### config.mk
export PLATFORM = sky130hd
export DESIGN_NAME = mul_div_unit
export DESIGN_NICKNAME = d
export VERILOG_FILES = /design/src/rtl/mul_div_unit.sv
export SDC_FILE = /design/constraint.sdc
export NUM_CORES = 1
export LEC_CHECK = 0
export ABC_AREA = 1
export ABC_CLOCK_PERIOD_IN_PS = 2550
export BUFFER_PORTS_ARGS = -buffer_cell sky130_fd_sc_hd__buf_4
export CAP_MARGIN = 10
export CORE_MARGIN = 3
export CORE_UTILIZATION = 30
export DETAILED_ROUTE_END_ITERATION = 6
export HOLD_SLACK_MARGIN = 0.03
export PLACE_DENSITY = 0.55
export SYNTH_ARGS = -nofsm -noshare
export SYNTH_HDL_FRONTEND = slang
export SYNTH_SLANG_ARGS = --single-unit
export TNS_END_PERCENT = 20
### constraint.sdc
create_clock -name clk -period 2.55 [get_ports clk]
set_input_delay 0.3825 -clock clk [delete_from_list [all_inputs] [get_ports clk]]
set_output_delay 0.3825 -clock clk [all_outputs]
set_load 0.01 [all_outputs]
### src/rtl/mul_div_unit.sv
// Iterative RV32M multiply/divide unit feeding the register-file write port.
// Define MULDIV_DIV_EN to include the divider; otherwise divide ops return 0.
module mul_div_unit #(
   parameter int unsigned XLEN = 32
) (
   input  logic            clk,
   input  logic            rst_n,
   input  logic            start,
   input  logic [2:0]      funct3,
   input  logic [XLEN-1:0] rs1,
   input  logic [XLEN-1:0] rs2,
   input  logic [4:0]      rd,
   output logic            busy,
   output logic            done,
   output logic            en,
   output logic [4:0]      wa,
   output logic [XLEN-1:0] result
);

   typedef enum logic [1:0] {
      S_IDLE,
      S_RUN,
      S_DONE
   } state_e;

   state_e              state_q, state_d;
   logic [5:0]          cnt_q, cnt_d;
   logic [2*XLEN-1:0]   acc_q, acc_d;
   logic [XLEN-1:0]     a_q, a_d;
   logic [2:0]          op_q, op_d;
   logic                neg_q, neg_d;
   logic                spec_q, spec_d;
   logic [4:0]          rd_q, rd_d;
   logic [4:0]          wa_q, wa_d;
   logic [XLEN-1:0]     result_q, result_d;

   logic                sgn1, sgn2, neg1, neg2;
   logic [XLEN-1:0]     mag1, mag2;
   logic [XLEN:0]       sum;
   logic [2*XLEN-1:0]   prod;
`ifdef MULDIV_DIV_EN
   localparam logic [XLEN-1:0] MIN_NEG = {1'b1, {(XLEN-1){1'b0}}};
   logic [XLEN:0]       shifted;
   logic [XLEN-1:0]     diff;
   logic                ge;
   logic [XLEN-1:0]     word;
`endif

   always_ff @(posedge clk or negedge rst_n) begin
      if (!rst_n) begin
         state_q  <= S_IDLE;
         cnt_q    <= '0;
         acc_q    <= '0;
         a_q      <= '0;
         op_q     <= '0;
         neg_q    <= 1'b0;
         spec_q   <= 1'b0;
         rd_q     <= '0;
         wa_q     <= '0;
         result_q <= '0;
      end else begin
         state_q  <= state_d;
         cnt_q    <= cnt_d;
         acc_q    <= acc_d;
         a_q      <= a_d;
         op_q     <= op_d;
         neg_q    <= neg_d;
         spec_q   <= spec_d;
         rd_q     <= rd_d;
         wa_q     <= wa_d;
         result_q <= result_d;
      end
   end

   always_comb begin
      state_d  = state_q;
      cnt_d    = cnt_q;
      acc_d    = acc_q;
      a_d      = a_q;
      op_d     = op_q;
      neg_d    = neg_q;
      spec_d   = spec_q;
      rd_d     = rd_q;
      wa_d     = wa_q;
      result_d = result_q;

      sgn1 = (funct3 == 3'b001) || (funct3 == 3'b010) ||
             (funct3 == 3'b100) || (funct3 == 3'b110);
      sgn2 = (funct3 == 3'b001) || (funct3 == 3'b100) || (funct3 == 3'b110);
      neg1 = sgn1 & rs1[XLEN-1];
      neg2 = sgn2 & rs2[XLEN-1];
      mag1 = neg1 ? -rs1 : rs1;
      mag2 = neg2 ? -rs2 : rs2;

      sum  = {1'b0, acc_q[2*XLEN-1:XLEN]} + (acc_q[0] ? {1'b0, a_q} : '0);
      prod = neg_q ? -acc_q : acc_q;
`ifdef MULDIV_DIV_EN
      shifted = {acc_q[2*XLEN-1:XLEN], acc_q[XLEN-1]};
      ge      = shifted >= {1'b0, a_q};
      diff    = shifted[XLEN-1:0] - a_q;
      word    = op_q[1] ? acc_q[2*XLEN-1:XLEN] : acc_q[XLEN-1:0];
`endif

      unique case (state_q)
         S_IDLE: begin
            if (start) begin
               op_d    = funct3;
               rd_d    = rd;
               cnt_d   = '0;
               spec_d  = 1'b0;
               state_d = S_RUN;
               if (!funct3[2]) begin
                  a_d   = mag1;
                  acc_d = {{XLEN{1'b0}}, mag2};
                  neg_d = neg1 ^ neg2;
               end else begin
`ifdef MULDIV_DIV_EN
                  a_d   = mag2;
                  acc_d = {{XLEN{1'b0}}, mag1};
                  neg_d = funct3[1] ? neg1 : (neg1 ^ neg2);
                  // Special results are parked in acc and released one edge later.
                  if (rs2 == '0) begin
                     spec_d = 1'b1;
                     acc_d  = {{XLEN{1'b0}}, (funct3[1] ? rs1 : {XLEN{1'b1}})};
                  end else if (!funct3[0] && rs1 == MIN_NEG && rs2 == '1) begin
                     spec_d = 1'b1;
                     acc_d  = {{XLEN{1'b0}}, (funct3[1] ? {XLEN{1'b0}} : MIN_NEG)};
                  end
`else
                  spec_d = 1'b1;
                  acc_d  = '0;
`endif
               end
            end
         end

         S_RUN: begin
            if (spec_q) begin
               result_d = acc_q[XLEN-1:0];
               wa_d     = rd_q;
               state_d  = S_DONE;
            end else if (cnt_q == 6'(XLEN)) begin
               wa_d    = rd_q;
               state_d = S_DONE;
               if (!op_q[2]) begin
                  result_d = (op_q == 3'b000) ? prod[XLEN-1:0] : prod[2*XLEN-1:XLEN];
               end else begin
`ifdef MULDIV_DIV_EN
                  result_d = neg_q ? -word : word;
`else
                  result_d = '0;
`endif
               end
            end else begin
               cnt_d = cnt_q + 6'd1;
               if (!op_q[2]) begin
                  acc_d = {sum, acc_q[XLEN-1:1]};
               end else begin
`ifdef MULDIV_DIV_EN
                  acc_d = {(ge ? diff : shifted[XLEN-1:0]), acc_q[XLEN-2:0], ge};
`endif
               end
            end
         end

         S_DONE: begin
            state_d = S_IDLE;
         end

         default: begin
            state_d = S_IDLE;
         end
      endcase
   end

   assign busy   = (state_q != S_IDLE);
   assign done   = (state_q == S_DONE);
   assign en     = done;
   assign wa     = wa_q;
   assign result = result_q;

endmodule

==> impl_metrics.tcl, run 1 <==
set metrics [dict create \
    period_share_pct 93.3 \
    cts_sinks 150 \
    rsz0062_at_grt "true" \
    dp_cells 2735 \
    dieArea_sq_um 45000 \
    cp_num_buf_inv 2 \
    start_kind "flop" \
    n_antenna_cell 0 \
    max_stage_delay_ps 420 \
    core_area_sq_um 41400 \
    cts-root-buf "clkbuf_16" \
    synth.top_cell.area_share_pct 29.4 \
    dpl.hpwl_um 37700 \
    crit_chain "buf_12, nand2_1, inv_1, ha_1, a21oi_1, o21ai_0, a21oi_1, nand2_2, or2_2, nand3_1, o21ai_0" \
    ant_nets 0 \
    slew_viol_final 0 \
    die_h_um 212 \
    synthFlopType "dfrtp_1" \
    syn2layout_area_growth_pct 18.5 \
    grt_pass1_vias 13764 \
    drive_gt1_share_pct 11.0 \
    leakagePower_nw 7.63 \
    power.density_nw_per_um2 1230 \
    critPathArrivalTime_ps 2700 \
    fillerInstances 4565 \
    netlist_instances 2107 \
    cap_violations 0 \
    grt_max_degree 67 \
    syn_avg_cell_area_sq_um 6.06 \
    first_iter_violations 949 \
    ys_seq_area_share_pct 29.4 \
    synth_most_common_cell "nand2_1" \
    yosysWarnings 0 \
    slew_headroom_pct 54.8 \
    clk_pin_slew_ps 60 \
    port_buffers 114 \
    yosysTopAreaCell "dfrtp_1" \
    hp-class "input pin to flop" \
    place.gp.congestion 0.960 \
    via_per_inst 5.11 \
    cts_tree "yes" \
    skew_ps 14.3 \
    crit_slowest_cell "dfrtp_1" \
    status "complete, no violations" \
    grt_pass1_wl_um 75200 \
    finalPower_w 0.0186 \
    synth_edf_count 0 \
    track_usage_pct 21.2 \
    clk_path_buf_depth 2 \
    vias 14138 \
    final-instance-count-excl-fill 2767 \
    start_util_pct 30.8 \
    critPathRequiredTime_ps 2870 \
    setup_viol 0 \
    fin_area_sq_um 15100 \
    clock_latency_ps 440 \
    synthArstFlopShare_pct 100 \
    crit_type "flop to flop" \
    ys_top_cells_by_count "nand2_1, nor2_1, inv_1" \
    rows 74 \
    synth.top_cells.by_area "dfrtp_1, nand2_1, nor2_1" \
    end_kind "flop" \
    postPlaceCellArea_sq_um 14400 \
    grt_antenna_before_repair 1 \
    crit_path_max_fanout 32 \
    die_w_um 212 \
    overflow 0 \
    min_period_ps 2380 \
    wl_per_cell_um 17.2 \
    routed_wl_um 47500 \
    synth_area_sq_um 12800 \
    crit_family "compound AO/OA/AOI/OAI gates" \
    vdd_drop_max_mv 0.511 \
    drtPass1Iterations 6 \
    drc_errors 0 \
    yosysUniqueCellTypes 49 \
    cts_made_buffers 17 \
    htreeDepth 4 \
    fmaxAchievable_mhz 421 \
    syn_nets 2220 \
    nets 2336 \
    tightest_slew_ps 679 \
    finalHoldViolations 0 \
    postCtsSetupBuffers 0 \
    tns_ps 0 \
    ys_ff_latch 150 \
    pin_count 115 \
]
timing repair:
item	in CTS	in global routing
setup endpoints to repair	2	16
hold endpoints to repair	42	0
gates resized for setup	1	15
hold buffers	1	0
report_power, final:
part | internal, W | switching, W | leakage, nW
Combinational | 0.00373 | 0.00726 | 5.45
Clock | 0.00178 | 0.00105 | 0.307
Sequential | 0.00348 | 0.00126 | 1.87
sequential cells by signal, indices dropped and copies added (netlist names):
name	flops
op_q	3
acc_q	64
rd_q	5
result	32
a_q	32
state_q	2
cnt_q	6
neg_q	1
wa	5
cell families (layout without fill, tap and decap cells):
| group | count (synthesis) | count (layout) | share of synthesized area, % |
|---|---|---|---|
| and+or+nand+nor | 1242 | 1242 | 40.4 |
| AOI/OAI and AO/OA | 358 | 358 | 15.4 |
| buffers and inverters | 291 | 419 | 9.13 |
| DFF | 150 | 150 | 29.4 |
| adders and majority gates | 38 | 38 | 3.79 |
| xor gates and xnor gates | 28 | 28 | 1.92 |
layer usage:
metal  GRT usage, %  wire length [um]  vias up
li1               -                 -     7062
met1           27.9             21400     6532
met2           35.4             21800      440
met3           2.48              2380      104
met4           8.81              1970        0
met5              0                 0        -
placed cells by master (no fill, tap or decap), types with 19 or more instances in the layout:
| master | n |
|---|---|
| nand2_1 | 681 |
| nor2_1 | 279 |
| inv_1 | 213 |
| nand3_1 | 192 |
| a21oi_1 | 156 |
| buf_4 | 156 |
| dfrtp_1 | 149 |
| o21ai_0 | 103 |
| ha_1 | 36 |
| o21ai_1 | 22 |
| nor3_1 | 21 |
| xor2_1 | 20 |
| a22oi_1 | 19 |
stage by stage:
step           utilization (%)  setup WS, ps  hold slack (ps)
6_report                  36.5           172              140
2_1_floorplan                -          72.1             86.9
3_5_place_dp              34.9         -13.0              357
4_1_cts                   36.4         0.895              125
3_3_place_gp              34.9         -43.5              359
5_1_grt                   36.5         -20.7              134
worst min-delay path, delay by kind of cell:
family	cells	cell delay [ps]
simple gates	2	80
buf+inv	1	70
area by class of cell:
| type | instances | area (sq um) | area share [%] |
|---|---|---|---|
| Multi-Input combinational cell | 1666 | 7890 | 52.2 |
| Sequential cell | 150 | 3750 | 24.8 |
| Timing Repair Buffer | 165 | 1330 | 8.81 |
| Inverter | 223 | 838 | 5.54 |
| Tap cell | 532 | 666 | 4.40 |
| Clock buffer | 23 | 468 | 3.09 |
| Clock inverter | 8 | 171 | 1.13 |
final timing paths:
| check | slack [ps] | depth (start not counted) | start | to |
|---|---|---|---|---|
| worst max-delay path | 170 | 11 | acc_q[0]$_DFFE_PN0P_ | acc_q[44]$_DFFE_PN0P_ |
| worst min-delay path | 140 | 3 | rd[0] | rd_q[0]$_DFFE_PN0P_ |
| worst max register to register | 170 | 11 | acc_q[0]$_DFFE_PN0P_ | acc_q[44]$_DFFE_PN0P_ |
| worst min register to register | 480 | 2 | a_q[18]$_DFFE_PN0P_ | a_q[18]$_DFFE_PN0P_ |
| max in group asynchronous | 1340 | 3 | rst_n | a_q[20]$_DFFE_PN0P_ |
| min in group asynchronous | 450 | 2 | rst_n | acc_q[13]$_DFFE_PN0P_ |
Power figures use the tool's default switching activity.
==> run 2, diff against run 1 <==
--- a/config.mk
+++ b/config.mk
@@ -13,7 +13,6 @@
 export CORE_UTILIZATION = 30
 export DETAILED_ROUTE_END_ITERATION = 6
 export HOLD_SLACK_MARGIN = 0.03
-export PLACE_DENSITY = 0.55
 export SYNTH_ARGS = -nofsm -noshare
 export SYNTH_HDL_FRONTEND = slang
 export SYNTH_SLANG_ARGS = --single-unit
==> run 2 against run 1 <==
Sequential power about the same. Routed wire length up 2.3%. Sequential cell count unchanged. Clock power fell by 11%.
==> impl_metrics.tcl, run 2 (same netlist as run 1, synthesis figures left out) <==
set metrics [dict create \
    vdd_drop_max_mv 0.578 \
    via_per_inst 5.08 \
    crit_path_max_fanout 4 \
    fin_util_pct 36.5 \
    multi_input_area_sq_um 7920 \
    htreeDepth 4 \
    dpl.hpwl_um 39000 \
    period_share_pct 95.3 \
    power.density_nw_per_um2 1210 \
    crit_type "flop to flop" \
    cts_tree "yes" \
    start_kind "flop" \
    top_register "acc_q" \
    vias 14078 \
    hp-class "input pin to flop" \
    tightest_slew_ps 721 \
    track_usage_pct 21.7 \
    core_area_sq_um 41400 \
    drtPass1Iterations 5 \
    port_buffers 114 \
    fmaxAchievable_mhz 411 \
    n_antenna_cell 0 \
    setup_viol 0 \
    skew_ps 16.2 \
    status "complete, no violations" \
    drive_gt1_share_pct 11.5 \
    syn2layout_area_growth_pct 18.2 \
    wl_per_cell_um 17.5 \
    fillerInstances 4587 \
    routed_wl_um 48600 \
    grt_pass1_wl_um 76800 \
    clock_latency_ps 450 \
    slew_headroom_pct 51.9 \
    final_cell_mix "nand2_1, nor2_1, inv_1" \
    layout_commonest_cell "nand2_1" \
    cts-root-buf "clkbuf_16" \
    largest_register_ffs 64 \
    die_h_um 212 \
    drc_errors 0 \
    overflow 0 \
    finalHoldViolations 0 \
    clk_path_buf_depth 2 \
    first_iter_violations 1143 \
    start_util_pct 30.8 \
    cts_made_buffers 17 \
    slew_viol_final 0 \
    place.gp.congestion 0.986 \
    rows 74 \
    cap_violations 0 \
    min_period_ps 2430 \
    rsz0062_at_grt "true" \
    critPathRequiredTime_ps 2870 \
    grt_pass1_vias 13826 \
    die_w_um 212 \
    clk_pin_slew_ps 70 \
    finalPower_w 0.0183 \
    grt_antenna_before_repair 0 \
    grt_max_degree 52 \
    pin_count 115 \
    cts_sinks 150 \
    seq_area_sq_um 3750 \
    end_kind "flop" \
    dieArea_sq_um 45000 \
    critPathArrivalTime_ps 2750 \
    leakagePower_nw 7.60 \
    ant_nets 0 \
    nets 2341 \
]
[run 2: power breakdown]
group | switching, W | total, W | internal, W
Combinational | 0.00735 | 0.0111 | 0.00371
Clock | 0.00111 | 0.00251 | 0.00140
Sequential | 0.00125 | 0.00473 | 0.00348
Total | 0.00971 | 0.0183 | 0.00860
[run 2: what timing repair did]
item,in CTS,in global routing
hold buffers,1,0
setup buffers,0,1
cloned,0,0
hold endpoints to repair,44,0
endpoints found under the setup margin,7,22
resized for setup,3,24
[run 2: critical path: stages, from the launching register on]
cell      delay [ps]
dfrtp_1          430
nand2_1           70
inv_1             60
ha_1             150
inv_1             60
fa_1             390
nand3b_1         220
nand2_2          150
a21boi_1         110
buf_4            160
o21ai_4          160
nand2_1          100
a21oi_1          150
o22ai_1           90
[run 2: cell type report]
type / count / area share (%)
multi-input cells: 1666 / 52.5
well taps: 532 / 4.41
inverters: 223 / 5.56
flip-flops and latches: 150 / 24.9
clock buffers: 22 / 3.08
clock inverters: 10 / 0.655
repair buffers: 170 / 8.91
[run 2: metrics by stage]
step | setup slack (ps) | cells | TNS, ps | hold slack [ps] | instance area [sq um]
after floorplan | 72.1 | 2107 | 0 | 86.9 | 12800
after global placement | -73.7 | 2739 | -184 | 347 | 14400
after detailed placement | -92.4 | 2739 | -169 | 356 | 14400
after CTS | -43.9 | 2772 | -43.9 | 130 | 15000
after global routing | -48.0 | 2773 | -115 | 143 | 15100
final | 119 | 2773 | 0 | 140 | 15100
[run 2: worst paths after layout]
path	to	depth (start not counted)	slack, ps	from
hold reg to reg	wa[1]$_DFFE_PN0P_	2	470	rd_q[1]$_DFFE_PN0P_
setup reg to reg	acc_q[49]$_DFFE_PN0P_	13	120	acc_q[0]$_DFFE_PN0P_
hold / removal	rd_q[1]$_DFFE_PN0P_	3	140	rd[1]
max in group asynchronous	a_q[20]$_DFFE_PN0P_	3	1410	rst_n
setup / recovery	acc_q[49]$_DFFE_PN0P_	13	120	acc_q[0]$_DFFE_PN0P_
min in group asynchronous	acc_q[13]$_DFFE_PN0P_	2	440	rst_n
[run 2: layer usage]
metal,global-route usage (%),wire length (um)
met1,28.8,21900
met2,36.5,22600
met3,3.02,2460
met4,7.32,1620
met5,0,0
